File: src/rtl/battleship_pkg.sv
// Shared types, board geometry and helpers for the battleship game controller.
package battleship_pkg;

  localparam int BOARD_SIZE = 5;
  localparam int CELLS      = BOARD_SIZE * BOARD_SIZE;
  localparam int MAX_SHIPS  = 5;

  typedef enum logic [2:0] {
    ST_IDLE   = 3'd0,
    ST_PLACE  = 3'd1,
    ST_PLAYER = 3'd2,
    ST_CPU    = 3'd3,
    ST_OVER   = 3'd4
  } state_t;

  localparam logic [1:0] WIN_NONE   = 2'b00;
  localparam logic [1:0] WIN_PLAYER = 2'b01;
  localparam logic [1:0] WIN_CPU    = 2'b10;

  // Bit positions inside the packed button vector fed to the edge detector
  localparam int BTN_UP    = 0;
  localparam int BTN_DOWN  = 1;
  localparam int BTN_LEFT  = 2;
  localparam int BTN_RIGHT = 3;
  localparam int BTN_SEL   = 4;
  localparam int BTN_W     = 5;

  // Row-major cell index; 5 bits holds every index of the 5x5 board.
  function automatic logic [4:0] cell_idx(input logic [2:0] i, input logic [2:0] j);
    return 5'(i) * 5'(BOARD_SIZE) + 5'(j);
  endfunction

  // A game needs at least one ship and never more than the board allows.
  function automatic logic [2:0] clamp_ships(input logic [2:0] n);
    if (n == 3'd0) return 3'd1;
    if (n > 3'(MAX_SHIPS)) return 3'(MAX_SHIPS);
    return n;
  endfunction

endpackage

File: src/rtl/battleship_game_ctrl_btn_edge.sv
// Falling-edge detector for active-low buttons: one press pulse per push.
module btn_edge #(
  parameter int W = 5
) (
  input  logic         clk,
  input  logic         rst,
  input  logic [W-1:0] btn_n_i,
  output logic [W-1:0] press_o
);

  logic [W-1:0] prev_q;

  // Remember last sample; reset to released so nothing fires out of reset
  always_ff @(posedge clk) begin
    if (rst) prev_q <= '1;
    else     prev_q <= btn_n_i;
  end

  assign press_o = prev_q & ~btn_n_i;

endmodule

File: src/rtl/battleship_game_ctrl.sv
// Game sequencer: cursor, ship placement, alternating turns, hits, game over.
module battleship_game_ctrl
  import battleship_pkg::*;
#(
  parameter int TURN_SECS = 15
) (
  input  logic        clk,
  input  logic        rst,
  input  logic        move_up,
  input  logic        move_down,
  input  logic        move_left,
  input  logic        move_right,
  input  logic        btn_select,
  input  logic        start,
  input  logic [2:0]  amount_of_ships,
  input  logic        sec_tick,
  input  logic [24:0] enemy_map,
  input  logic        cpu_valid,
  input  logic [2:0]  cpu_i,
  input  logic [2:0]  cpu_j,
  output logic        cpu_ready,
  output logic [2:0]  i_cursor,
  output logic [2:0]  j_cursor,
  output logic [2:0]  ships_placed,
  output logic [24:0] own_map,
  output logic [24:0] shot_map,
  output logic [24:0] cpu_shot_map,
  output logic [2:0]  player_hits,
  output logic [2:0]  cpu_hits,
  output logic [3:0]  turn_timer,
  output logic [2:0]  state,
  output logic [1:0]  winner,
  output logic        err_pulse
);

  logic [BTN_W-1:0] press;
  state_t      state_q, state_d;
  logic [2:0]  count_q, count_d, i_q, i_d, j_q, j_d, placed_q, placed_d;
  logic [2:0]  phits_q, phits_d, chits_q, chits_d, hits_new;
  logic [24:0] own_q, own_d, shot_q, shot_d, cshot_q, cshot_d;
  logic [3:0]  timer_q, timer_d;
  logic [1:0]  win_q, win_d;
  logic        err_q, err_d, rdy_q, rdy_d;
  logic [4:0]  cur_idx, cpu_idx;

  btn_edge #(.W(BTN_W)) u_btn (
    .clk     (clk),
    .rst     (rst),
    .btn_n_i ({btn_select, move_right, move_left, move_down, move_up}),
    .press_o (press)
  );

  assign cur_idx = cell_idx(i_q, j_q);
  assign cpu_idx = cell_idx(cpu_i, cpu_j);

  // Next-state logic for the game FSM and all datapath registers
  always_comb begin
    state_d  = state_q;  count_d  = count_q;  i_d     = i_q;     j_d     = j_q;
    placed_d = placed_q; phits_d  = phits_q;  chits_d = chits_q; own_d   = own_q;
    shot_d   = shot_q;   cshot_d  = cshot_q;  timer_d = timer_q; win_d   = win_q;
    err_d    = 1'b0;     hits_new = 3'd0;

    // Cursor saturates at the board edges; opposing presses cancel out
    if (state_q == ST_PLACE || state_q == ST_PLAYER) begin
      if (press[BTN_DOWN] && !press[BTN_UP] && i_q != 3'(BOARD_SIZE - 1)) i_d = i_q + 3'd1;
      if (press[BTN_UP] && !press[BTN_DOWN] && i_q != 3'd0)               i_d = i_q - 3'd1;
      if (press[BTN_RIGHT] && !press[BTN_LEFT] && j_q != 3'(BOARD_SIZE - 1)) j_d = j_q + 3'd1;
      if (press[BTN_LEFT] && !press[BTN_RIGHT] && j_q != 3'd0)             j_d = j_q - 3'd1;
    end

    case (state_q)
      ST_IDLE: begin
        if (start) begin
          count_d  = clamp_ships(amount_of_ships);
          i_d      = 3'd0;  j_d     = 3'd0;  placed_d = 3'd0;
          phits_d  = 3'd0;  chits_d = 3'd0;  own_d    = '0;
          shot_d   = '0;    cshot_d = '0;    timer_d  = 4'd0;
          win_d    = WIN_NONE;
          state_d  = ST_PLACE;
        end
      end
      ST_PLACE: begin
        if (press[BTN_SEL]) begin
          if (own_q[cur_idx]) begin
            err_d = 1'b1;
          end else begin
            own_d[cur_idx] = 1'b1;
            placed_d       = placed_q + 3'd1;
            if (placed_d == count_q) begin
              state_d = ST_PLAYER;
              timer_d = 4'(TURN_SECS);
            end
          end
        end
      end
      ST_PLAYER: begin
        if (sec_tick && timer_q != 4'd0) timer_d = timer_q - 4'd1;
        if (press[BTN_SEL] && shot_q[cur_idx]) err_d = 1'b1;
        // An accepted shot takes priority over the final timeout tick;
        // a rejected select does not save the player from forfeiting.
        if (press[BTN_SEL] && !shot_q[cur_idx]) begin
          shot_d[cur_idx] = 1'b1;
          hits_new = phits_q + (enemy_map[cur_idx] ? 3'd1 : 3'd0);
          phits_d  = hits_new;
          if (hits_new == count_q) begin
            state_d = ST_OVER;
            win_d   = WIN_PLAYER;
          end else begin
            state_d = ST_CPU;
          end
        end else if (sec_tick && timer_q == 4'd1) begin
          state_d = ST_CPU;
        end
      end
      ST_CPU: begin
        if (cpu_valid && cpu_i < 3'(BOARD_SIZE) && cpu_j < 3'(BOARD_SIZE)) begin
          cshot_d[cpu_idx] = 1'b1;
          hits_new = chits_q + ((!cshot_q[cpu_idx] && own_q[cpu_idx]) ? 3'd1 : 3'd0);
          chits_d  = hits_new;
          if (hits_new == count_q) begin
            state_d = ST_OVER;
            win_d   = WIN_CPU;
          end else begin
            state_d = ST_PLAYER;
            timer_d = 4'(TURN_SECS);
          end
        end
      end
      ST_OVER: begin
        if (start) state_d = ST_IDLE;
      end
      default: state_d = ST_IDLE;
    endcase

    rdy_d = (state_d == ST_CPU);
  end

  // State and output registers; reset clears everything
  always_ff @(posedge clk) begin
    if (rst) begin
      state_q <= ST_IDLE; count_q <= '0; i_q     <= '0; j_q     <= '0;
      placed_q <= '0;     phits_q <= '0; chits_q <= '0; own_q   <= '0;
      shot_q  <= '0;      cshot_q <= '0; timer_q <= '0; win_q   <= WIN_NONE;
      err_q   <= 1'b0;    rdy_q   <= 1'b0;
    end else begin
      state_q <= state_d;  count_q <= count_d; i_q     <= i_d;     j_q     <= j_d;
      placed_q <= placed_d; phits_q <= phits_d; chits_q <= chits_d; own_q   <= own_d;
      shot_q  <= shot_d;   cshot_q <= cshot_d; timer_q <= timer_d; win_q   <= win_d;
      err_q   <= err_d;    rdy_q   <= rdy_d;
    end
  end

  assign cpu_ready    = rdy_q;
  assign i_cursor     = i_q;
  assign j_cursor     = j_q;
  assign ships_placed = placed_q;
  assign own_map      = own_q;
  assign shot_map     = shot_q;
  assign cpu_shot_map = cshot_q;
  assign player_hits  = phits_q;
  assign cpu_hits     = chits_q;
  assign turn_timer   = timer_q;
  assign state        = state_q;
  assign winner       = win_q;
  assign err_pulse    = err_q;

endmodule

File: config.mk
export PLATFORM = sky130hd
export DESIGN_NAME = battleship_game_ctrl
export DESIGN_NICKNAME = d
export VERILOG_FILES = /design/src/rtl/battleship_pkg.sv /design/src/rtl/battleship_game_ctrl_btn_edge.sv /design/src/rtl/battleship_game_ctrl.sv
export SDC_FILE = /design/constraint.sdc
export NUM_CORES = 1
export LEC_CHECK = 0
export ABC_AREA = 0
export CELL_PAD_IN_SITES_DETAIL_PLACEMENT = 1
export CELL_PAD_IN_SITES_GLOBAL_PLACEMENT = 1
export CORE_UTILIZATION = 30
export CTS_CLUSTER_SIZE = 20
export DETAILED_ROUTE_END_ITERATION = 12
export DONT_BUFFER_PORTS = 1
export HOLD_SLACK_MARGIN = 0.02
export PLACE_DENSITY = 0.65
export SLEW_MARGIN = 0
export SYNTH_ARGS = -nofsm -noshare
export SYNTH_HDL_FRONTEND = slang
export SYNTH_HIERARCHICAL = 1
export SYNTH_SLANG_ARGS = --single-unit
File: constraint.sdc
create_clock -name clk -period 4.17 [get_ports clk]
set_clock_uncertainty 0.2 [all_clocks]
set_input_delay 0.417 -clock clk [delete_from_list [all_inputs] [get_ports clk]]
set_output_delay 0.417 -clock clk [all_outputs]
set_load 0.05 [all_outputs]
==> out/metrics.yaml <==
worst_hold_path:
  hp-class: "in -> reg"
  hold-path-cell-count: 2
  hold_path.startpoint: "amount_of_ships[2]"
  hold_end: "count_q[1]"
pwr:
  powerDensity_nw_per_um2: 338
  leakagePower_nw: 2.86
  ir_drop_mv: 0.187
  total_power_mw: 2.62
critical_path:
  path_class: "in -> reg"
  path_cells: "ha_4 -> ha_4 -> inv_1 -> fa_2 -> o311ai_4 -> o311ai_4 -> o21ai_1 -> mux4_2 -> ha_4 -> ha_4 -> xnor2_1 -> nand3_2 -> a41oi_2 -> a211oi_2 -> o21ai_2 -> or3_1 -> a21oi_2"
  crit_family: "adder cells"
  worst_r2r_path_depth: 17
  arrival_ns: 4.15
  critPathLaunchType: "input pin"
  cp_slowest_cell: "fa_2"
  rrSetupSlack_ns: 0.15
  critPathMostFrequentCell: "ha_4"
  critPathCaptureType: "flop"
  worstPathRequired_ns: 4.27
  crit_path_max_incr_delay_ns: 0.67
  cp_max_fo: 6
  r2r-start: "i_cursor[0]"
  cp.buffers_inverters: 1
  worstReg2RegEnd: "winner[1]"
placed_design:
  place_congestion: 0.937
  hpwl_um: 17100
  portBuffers: 0
run:
  drv_cap: 0
logic_synthesis:
  synth-seq-cells: 109
  synth_area_leaders: "dfxtp_1 36%, a32o_1 6.5%, ha_1 6.0%"
  syn_area_per_cell_um2: 9.47
  syn_inst: 638
  synth_top_area_cell: "dfxtp_1"
  synth_cell_types: 73
  synth_top_flop_cell: "dfxtp_1"
  synth_nets: 713
  ys_top_cells_by_count: "109 x dfxtp_1, 57 x a21oi_1, 51 x nor2_1"
  async_flop_share_pct: 0
  netlist.area_leader.share_pct: 36.1
  synth_edf_count: 0
  yosysSeqAreaShare_pct: 36.1
  yosysWarnings: 6
  syn-cell-area_um2: 6040
  yosysMostFrequentCell: "dfxtp_1"
global_routing:
  grt_pass1_vias: 6136
  grt_max_degree: 33
  grt_pass1_wl_um: 33800
  grt_overflow: 0
  antenna_found_initial: 0
  grtUsageTotal_pct: 21.7
drt:
  ant_nets: 0
  drtIter0Drc: 317
  routedWlPerCell_um: 22.6
  dr_total_vias: 5566
  routed_wirelength_um: 22300
  drc: 0
  first_pass_iters: 5
  vias_per_cell: 5.63
clock_network:
  root_buffer: "clkbuf_16"
  cts_tree: "yes"
  clock_latency_ns: 0.37
  clk_pin_slew_ns: 0.09
  clock-sinks: 109
  cts_max_path_buffers: 2
  cts_buffers: 9
  htreeDepth: 3
sta:
  worst_pin_slew_ns: 1.07
  finalSetupViolCount: 0
  min_period_ns: 4.06
  slew_viol_final: 0
  maxClockFrequency_ghz: 0.246
  hold_viol: 0
  fin_crit_sh_pct: 97.3
  maxSlewHeadroom_pct: 28.7
  whs_ns: 0.0399
floorplanning:
  fp-row-count: 51
  die-area_um2: 20700
  die_w_um: 144
  die_h_um: 144
  core_um2: 19600
  start_util_pct: 30.8
  io_pins: 145
layout:
  insertedDiodeCount: 0
  utilization_pct: 39.6
  syn2layout_area_growth_pct: 28.5
  layout-drive-gt1-share_pct: 28.5
  nets: 793
outcome:
  status: "finished clean"
==> placed cells by master (no fill, tap or decap), types with 13 or more instances in the layout <==
master    instances
a21oi_1          52
o21ai_0          22
nand3b_1         14
xnor2_1          14
buf_4            95
inv_1            22
a32o_1           39
dfxtp_1         104
nor2_1           49
ha_1             14
nand2_1          30
mux4_2           14
ha_4             13
==> where the power goes <==
| group | switching [mW] | internal [mW] |
|---|---|---|
| registers | 0.0613 | 1.06 |
| clock network | 0.468 | 0.434 |
| logic | 0.371 | 0.228 |
| total | 0.901 | 1.72 |
==> kinds of logic (layout without fill, tap and decap cells) <==
kind of cell,after synthesis,count (layout),share of synthesized area [%]
fa+ha+maj,31,31,6.67
simple gates,186,186,16.7
xor+xnor,23,23,3.56
buf+inv,63,148,4.58
flops,109,109,36.1
compound gates,199,199,24.3
mux,27,27,8.14
==> worst max-delay path by stage <==
| stage | startpoint | end | slack (ns) | depth (start not counted) |
|---|---|---|---|---|
| after floorplan | i_cursor[0] | state[0] | 0.004 | 16 |
| after global placement | cpu_i[0] | turn_timer[0] | -0.27 | 17 |
| after detailed placement | cpu_i[0] | turn_timer[0] | -0.42 | 16 |
| after CTS | i_cursor[2] | state[0] | 0.002 | 19 |
| after global routing | i_cursor[1] | winner[1] | -0.03 | 16 |
| final | cpu_i[0] | turn_timer[0] | 0.11 | 17 |
==> metrics by stage <==
step,instance area (µm²),worst slack [ns],setup TNS [ns],std cells
after CTS,7540,0.00168,0,986
after detailed placement,6990,-0.423,-3.50,959
after global placement,6990,-0.273,-2.20,959
final,7760,0.113,0,988
after global routing,7760,-0.0306,-0.129,988
after floorplan,6120,0.00380,0,638
==> state kept, by name, indices dropped and copies added, names as in the netlist, 4 cells and up <==
signal	cells
cpu_shot_map	25
own_map	25
shot_map	25
turn_timer	4
u_btn/prev_q	5
==> worst reg2reg max path: cells and delay by family (launching register included) <==
| family | cells | cell delay, ns |
|---|---|---|
| AO/OA/AOI/OAI | 6 | 1.21 |
| XOR/XNOR | 3 | 0.51 |
| adder cells (fa/ha/maj) | 5 | 1.21 |
| buffers and inverters | 1 | 0.13 |
| flip-flops | 1 | 0.37 |
| AND/OR/NAND/NOR | 2 | 0.31 |
==> layer usage <==
layer	global-route usage [%]	up-vias	part of all wire, %
li1	-	2565	-
met1	24.4	2831	40
met2	37.4	128	50
met3	7.06	42	6.9
met4	9.24	0	3.3
met5	0	-	0
==> area by class of cell <==
type                            count  area [µm²]
Sequential cell                   109        2190
Clock buffer                        9         225
Inverter                           23        86.3
Fill cell                        2222       11800
Tap cell                          265         332
Clock inverter                      7        88.8
Multi-Input combinational cell    466        3970
Timing Repair Buffer              109         867
==> timing repair <==
| action | CTS | global route |
|---|---|---|
| hold endpoints to repair | 24 | 0 |
| setup buffers | 1 | 2 |
| setup endpoints to repair | 10 | 10 |
| hold buffers | 10 | 0 |
| resized for setup | 19 | 32 |
| pin swaps | 5 | 18 |
Power figures use the tool's default switching activity.
